File: src/rtl/logic_alu_stream.sv
// Streaming bitwise logic unit: pairwise AND/OR/XOR/NAND/NOR/XNOR on operand
// pairs, or a left-fold reduction of a counted word stream, behind valid/ready.
module logic_alu_stream #(
  parameter int WIDTH = 16,
  parameter int CNT_W = 8
) (
  input  logic             clk,
  input  logic             reset,
  input  logic             flush,
  input  logic             in_valid,
  output logic             in_ready,
  input  logic [2:0]       op,
  input  logic             mode,
  input  logic [CNT_W-1:0] count,
  input  logic [WIDTH-1:0] in_a,
  input  logic [WIDTH-1:0] in_b,
  output logic             out_valid,
  input  logic             out_ready,
  output logic [WIDTH-1:0] out,
  output logic             out_zero,
  output logic             out_ones
);

  localparam logic [0:0] IDLE = 1'b0;
  localparam logic [0:0] ACC  = 1'b1;

  localparam logic [CNT_W-1:0] CNT_ONE = CNT_W'(1);

  logic [0:0]       state_reg, state_next;
  logic [WIDTH-1:0] acc_reg, acc_next;
  logic [CNT_W-1:0] remaining_reg, remaining_next;
  logic [2:0]       op_reg, op_next;
  logic [WIDTH-1:0] out_reg, out_next;
  logic             out_valid_reg, out_valid_next;

  logic slot_free;
  logic ready_int;
  logic fire;
  logic first_is_long;

  function automatic logic [WIDTH-1:0] apply_op(
    input logic [2:0]       sel,
    input logic [WIDTH-1:0] x,
    input logic [WIDTH-1:0] y
  );
    logic [WIDTH-1:0] r;
    case (sel)
      3'd1:    r = x | y;
      3'd2:    r = x ^ y;
      3'd3:    r = ~(x & y);
      3'd4:    r = ~(x | y);
      3'd5:    r = ~(x ^ y);
      default: r = x & y;
    endcase
    return r;
  endfunction

  assign slot_free     = !out_valid_reg || out_ready;
  // A reduce head with count>=2 only loads the accumulator, so it may enter
  // while an earlier result is still stalled in the output register.
  assign first_is_long = mode && (count > CNT_ONE);

  always_comb begin
    ready_int = 1'b0;
    if (!flush) begin
      if (state_reg == IDLE)
        ready_int = slot_free || first_is_long;
      else
        ready_int = (remaining_reg > CNT_ONE) ? 1'b1 : slot_free;
    end
  end

  assign fire = in_valid && ready_int;

  always_comb begin
    state_next     = state_reg;
    acc_next       = acc_reg;
    remaining_next = remaining_reg;
    op_next        = op_reg;
    out_next       = out_reg;
    out_valid_next = out_valid_reg;

    if (out_valid_reg && out_ready)
      out_valid_next = 1'b0;

    case (state_reg)
      IDLE: begin
        if (fire) begin
          if (!mode) begin
            out_next       = apply_op(op, in_a, in_b);
            out_valid_next = 1'b1;
          end else if (!first_is_long) begin
            out_next       = in_a;
            out_valid_next = 1'b1;
          end else begin
            acc_next       = in_a;
            remaining_next = count - CNT_ONE;
            op_next        = op;
            state_next     = ACC;
          end
        end
      end
      default: begin
        if (flush) begin
          acc_next       = '0;
          remaining_next = '0;
          state_next     = IDLE;
        end else if (fire) begin
          if (remaining_reg > CNT_ONE) begin
            acc_next       = apply_op(op_reg, acc_reg, in_a);
            remaining_next = remaining_reg - CNT_ONE;
          end else begin
            out_next       = apply_op(op_reg, acc_reg, in_a);
            out_valid_next = 1'b1;
            acc_next       = '0;
            remaining_next = '0;
            state_next     = IDLE;
          end
        end
      end
    endcase
  end

  always_ff @(posedge clk or posedge reset) begin
    if (reset) begin
      state_reg     <= IDLE;
      acc_reg       <= '0;
      remaining_reg <= '0;
      op_reg        <= '0;
      out_reg       <= '0;
      out_valid_reg <= 1'b0;
    end else begin
      state_reg     <= state_next;
      acc_reg       <= acc_next;
      remaining_reg <= remaining_next;
      op_reg        <= op_next;
      out_reg       <= out_next;
      out_valid_reg <= out_valid_next;
    end
  end

  assign in_ready  = ready_int;
  assign out       = out_reg;
  assign out_valid = out_valid_reg;
  assign out_zero  = (out_reg == '0);
  assign out_ones  = &out_reg;

endmodule
File: config.mk
export PLATFORM = sky130hd
export DESIGN_NAME = logic_alu_stream
export DESIGN_NICKNAME = d
export VERILOG_FILES = /design/src/rtl/logic_alu_stream.sv
export SDC_FILE = /design/constraint.sdc
export NUM_CORES = 1
export LEC_CHECK = 0
export CAP_MARGIN = 10
export CORE_UTILIZATION = 35
export CTS_CLUSTER_SIZE = 30
export DETAILED_ROUTE_END_ITERATION = 16
export GPL_TIMING_DRIVEN = 0
export SLEW_MARGIN = 20
export SYNTH_ARGS = -nofsm -noshare
export SYNTH_HDL_FRONTEND = slang
export SYNTH_SLANG_ARGS = --single-unit
File: constraint.sdc
create_clock -name clk -period 5.4 [get_ports clk]
set_input_delay 0.54 -clock clk [delete_from_list [all_inputs] [get_ports clk]]
set_output_delay 0.54 -clock clk [all_outputs]
set_load 0.05 [all_outputs]
Yosys cells after proc, flatten, opt, wreduce, memory -nomap -nowiden:

Index checks and enable logic that the tools add are counted.

* add/subtract/negate cells: 2
* order comparisons: 2
* eq/ne operators: 13
* muxes and demuxes: 41
* bitwise gates (word level): 13
* reduce and logical (&&, ||, !) cells: 15

Operator list (count)
* $mux 16: 14
* $pmux 16 s5: 2
* $not 16->16: 6
* $mux 8: 7
* $and 16x16->16: 2
* $or 16x16->16: 2
* $xor 16x16->16: 2
* $mux 1: 18
* $gt 8x1->1 const B: 2
* $logic_not 16->1: 1
* $reduce_and 16->1: 1
* $sub 8x1->8 const B: 2
* $eq 3x2->1 const B: 4
* $eq 3x3->1 const B: 4
* $reduce_and 4->1: 3
* $reduce_bool 2->1: 4
* $eq 3x1->1 const B: 2
* $ne 2x2->1 const B: 2
* $logic_and 1x1->1: 3
* $ne 3x3->1 const B: 1
* $logic_or 1x1->1: 2
* $logic_not 1->1: 1
* $not 1->1: 1

* flip-flop bits (word level): 45
* input bits: 49
* output and inout bits: 20
* word-level logic and storage cells: 92

Logic depth before layout (Yosys ltp):

* word-level depth: 9
* gate-level depth with buffers: 9
* depth with buffers taken out: 7

Worst setup path before layout:

No wires, ideal clock.

* kind: register to output
* start point: register out_reg[14], in the netlist out[14]
* end point: output port out_ones
* arrival time: 2358 ps
* data required time: 4860 ps
* slack: 2502 ps
* stages on the path, launching flop included: 3
* buffers on the path: 0
* cells stage by stage: dfrtp_1 -> nand4_1 -> nor4_1

* longest elaborated chain between the ends: 1

RTL lines
* start, declared: RTL line 33 `logic [WIDTH-1:0] out_reg, out_next;`
* start signal, assigned: RTL line 137 `out_reg <= out_next;`
* $reduce_and 16->1: RTL line 146 `assign out_ones = &out_reg;`
* end, declared: RTL line 21 `output logic out_ones`

Every way passes these cells.

Worst setup path after layout:

* start point: register state_reg
* end point: output port in_ready

* longest elaborated chain between the ends: 2

RTL lines
* start, declared: RTL line 29 `logic [0:0] state_reg, state_next;`
* start signal, assigned: RTL line 133 `state_reg <= state_next;`
* $mux 1: RTL line 66 `if (state_reg == IDLE)`
* $mux 1: RTL line 65 `if (!flush) begin`
* end, declared: RTL line 11 `output logic in_ready,`

Every way passes these cells.

==> insert_results.sql <==
INSERT INTO impl_metrics (metric_group, metric, value, unit) VALUES
('status', 'run_status', 'finished clean', ''),
('synthesis', 'synth.area.top_cells', 'dfrtp_1 22%, ha_1 16%, mux2i_1 6.9%', ''),
('route', 'drc', '0', ''),
('sta', 'setup_violations', '0', ''),
('layout', 'num-nets-final', '819', ''),
('sta', 'post-route-min-period', '3.94', 'ns'),
('route', 'top_layer_used', 'met4', ''),
('critical_path', 'critical_path_class', 'reg -> out', ''),
('global_route', 'grt_total_usage', '0.248', ''),
('critical_path', 'crit_required', '4.86', 'ns'),
('synthesis', 'synth-edff-count', '0', ''),
('layout', 'final_area', '6300', 'um2'),
('cts', 'cts.htree.levels', '2', ''),
('cts', 'cts.root.buffer_cell', 'clkbuf_16', ''),
('cts', 'postCtsResizedCells', '0', ''),
('placement', 'place_congestion', '0.873', ''),
('layout', 'area_delta_synth_final', '20.7', '%'),
('floorplan', 'initial_cell_density_of_the_core', '0.359', ''),
('layout', 'layoutNonFillerInstCount', '887', ''),
('power', 'power-per-cell-area', '315', 'nW/um2'),
('synthesis', 'yosysTopAreaCell', 'dfrtp_1', ''),
('synthesis', 'syn_inst', '628', ''),
('synthesis', 'synthFlopType', 'dfrtp_1', ''),
('placement', 'port_buffers', '66', ''),
('floorplan', 'die-area', '15400', 'um2'),
('route', 'route.antenna.remaining_nets', '0', ''),
('cts', 'post_cts_buffers', '0', ''),
('floorplan', 'rows', '44', ''),
('layout', 'num_antenna_cells', '0', ''),
('sta', 'worst_slack', '1.46', 'ns'),
('cts', 'clk_transition_reported_paths', '0.07', 'ns'),
('sta', 'tightest_slew', '0.845', 'ns'),
('critical_path', 'cp-end-kind', 'output pin', ''),
('synthesis', 'synth_nets', '745', ''),
('cts', 'ctsHoldBuffers', '0', ''),
('sta', 'final_min_period_over_clock_period', '0.729', ''),
('route', 'met1_length', '8.02', 'mm'),
('sta', 'fmax', '254', 'MHz'),
('cts', 'numClockSinks', '45', ''),
('layout', 'fillCellCount', '1466', ''),
('cts', 'tritoncts', 'yes', ''),
('route', 'drtIter0Drc', '481', ''),
('placement', 'preCtsSetupSlack', '1.73', 'ns'),
('sta', 'finalHoldWorstSlack', '0.533', 'ns'),
('critical_path', 'critPathLaunchType', 'register', ''),
('global_route', 'antenna_violations_before_repair', '0', ''),
('sta', 'tns', '0', 'ns'),
('synthesis', 'ys_seq_elements', '45', ''),
('synthesis', 'synthMostInstantiatedCell', 'inv_1', ''),
('critical_path', 'worstPathMaxFanout', '10', ''),
('placement', 'placed_cells', '879', ''),
('synthesis', 'synth_seq_area_share', '0.216', ''),
('power', 'vdd.ir_drop.worst', '0.130', 'mV'),
('hold_path', 'hold_path.class', 'reg -> reg', ''),
('power', 'total_leakage_power', '2.73', 'nW'),
('synthesis', 'synthTopCellsByCount', '78 x inv_1, 68 x ha_1, 50 x a21oi_1, 45 x dfrtp_1, 44 x clkbuf_1', ''),
('sta', 'clock-skew-final', '0.00879', 'ns'),
('sta', 'timing.final.max_slew_violations', '0', ''),
('synthesis', 'synth-warning-count', '0', ''),
('global_route', 'grt_overflow', '0', ''),
('placement', 'placedInstanceArea', '6130', 'um2'),
('sta', 'rsz0062_at_grt', 'false', ''),
('synthesis', 'ys_async_sr_fraction', '1.00', ''),
('floorplan', 'fp.coreArea', '14500', 'um2'),
('global_route', 'grt_pass1_wl', '28.6', 'mm'),
('placement', 'detailedPlacementHpwl', '13.8', 'mm'),
('cts', 'cts_max_path_buffers', '2', ''),
('global_route', 'number_of_global_route_vias_before_repair', '5314', ''),
('route', 'detailroute.wirelength.met2', '8.88', 'mm'),
('floorplan', 'die_x', '124', 'um'),
('cts', 'clkLatencyLatePin', '0.30', 'ns');
final cells by class:
class                      instances  area, um2  share of cell area
timing repair buffer              67        681               0.108
inverter                          78        293              0.0465
clock inverter                     2       38.8             0.00616
clock buffer                       6        129              0.0205
sequential                        45       1130               0.179
multi-input combinational        453       3590               0.570
tap                              184        230              0.0365
buffer                            52        213              0.0338
final timing paths:
path                                        from               end  slack, ns  cells past startpoint
worst max-delay path                   state_reg          in_ready       1.46                      6
worst min-delay path            remaining_reg[7]  remaining_reg[7]       0.53                      2
worst max register to register  remaining_reg[5]       acc_reg[12]       2.54                      6
worst min register to register  remaining_reg[7]  remaining_reg[7]       0.53                      2
max in group asynchronous                  reset        acc_reg[2]       4.30                      3
min in group asynchronous                  reset         out_valid       0.59                      2
routing by layer:
layer / vias to the layer above / global-route usage
li1: 2480 / -
met2: 246 / 0.408
met4: 0 / 0.115
met1: 2632 / 0.320
met5: - / 0
met3: 46 / 0.0316
layout by cell type (no fill, tap or decap), drive strengths merged, types with 9 or more instances in the layout:
| master | Yosys | layout |
|---|---|---|
| a21oi | 50 | 50 |
| a311o | 16 | 16 |
| buf | 8 | 9 |
| clkbuf | 44 | 50 |
| clkdlybuf4s50 | 0 | 66 |
| dfrtp | 45 | 45 |
| ha | 68 | 68 |
| inv | 78 | 78 |
| mux2 | 16 | 16 |
| mux2i | 36 | 36 |
| nand2 | 14 | 14 |
| nand3 | 13 | 13 |
| nor2 | 42 | 42 |
| nor2b | 9 | 9 |
| nor3 | 11 | 11 |
| nor4 | 9 | 9 |
| o21ai | 19 | 19 |
| o221ai | 21 | 21 |
| o22ai | 21 | 21 |
| o41ai | 10 | 10 |
power by group:
part           switching [W]  leakage (nW)  internal, W
Sequential          0.000104         0.548     0.000433
Clock               0.000154        0.0810     0.000220
Combinational       0.000647          2.10     0.000426
per-stage QoR:
| stage | utilization | power (W) |
|---|---|---|
| floorplan | - | 0.00125 |
| global placement | 0.421 | 0.00156 |
| detailed placement | 0.422 | 0.00160 |
| CTS | 0.434 | 0.00197 |
| global route | 0.434 | 0.00210 |
| finish | 0.434 | 0.00198 |
worst max-delay path, stage by stage, from the launching register on:
cell and delay, ns:
dfrtp_1 0.33, clkbuf_1 0.39, clkbuf_1 0.54, clkbuf_1 0.63, o21ai_0 0.26, o21ba_2 0.24
clkdlybuf4s50_1 0.69
logic make-up (layout without fill, tap and decap cells):
kind of cell / count (synthesis) / after routing / share of synthesized area
XOR/XNOR: 6 / 6 / 0.0101
buffers and inverters: 130 / 205 / 0.0968
flip-flops: 45 / 45 / 0.216
multiplexers: 52 / 52 / 0.109
AO/OA/AOI/OAI: 198 / 198 / 0.279
adder cells (fa/ha/maj): 68 / 68 / 0.163
AND/OR/NAND/NOR: 129 / 129 / 0.127
(Power assumes the default switching activity.)
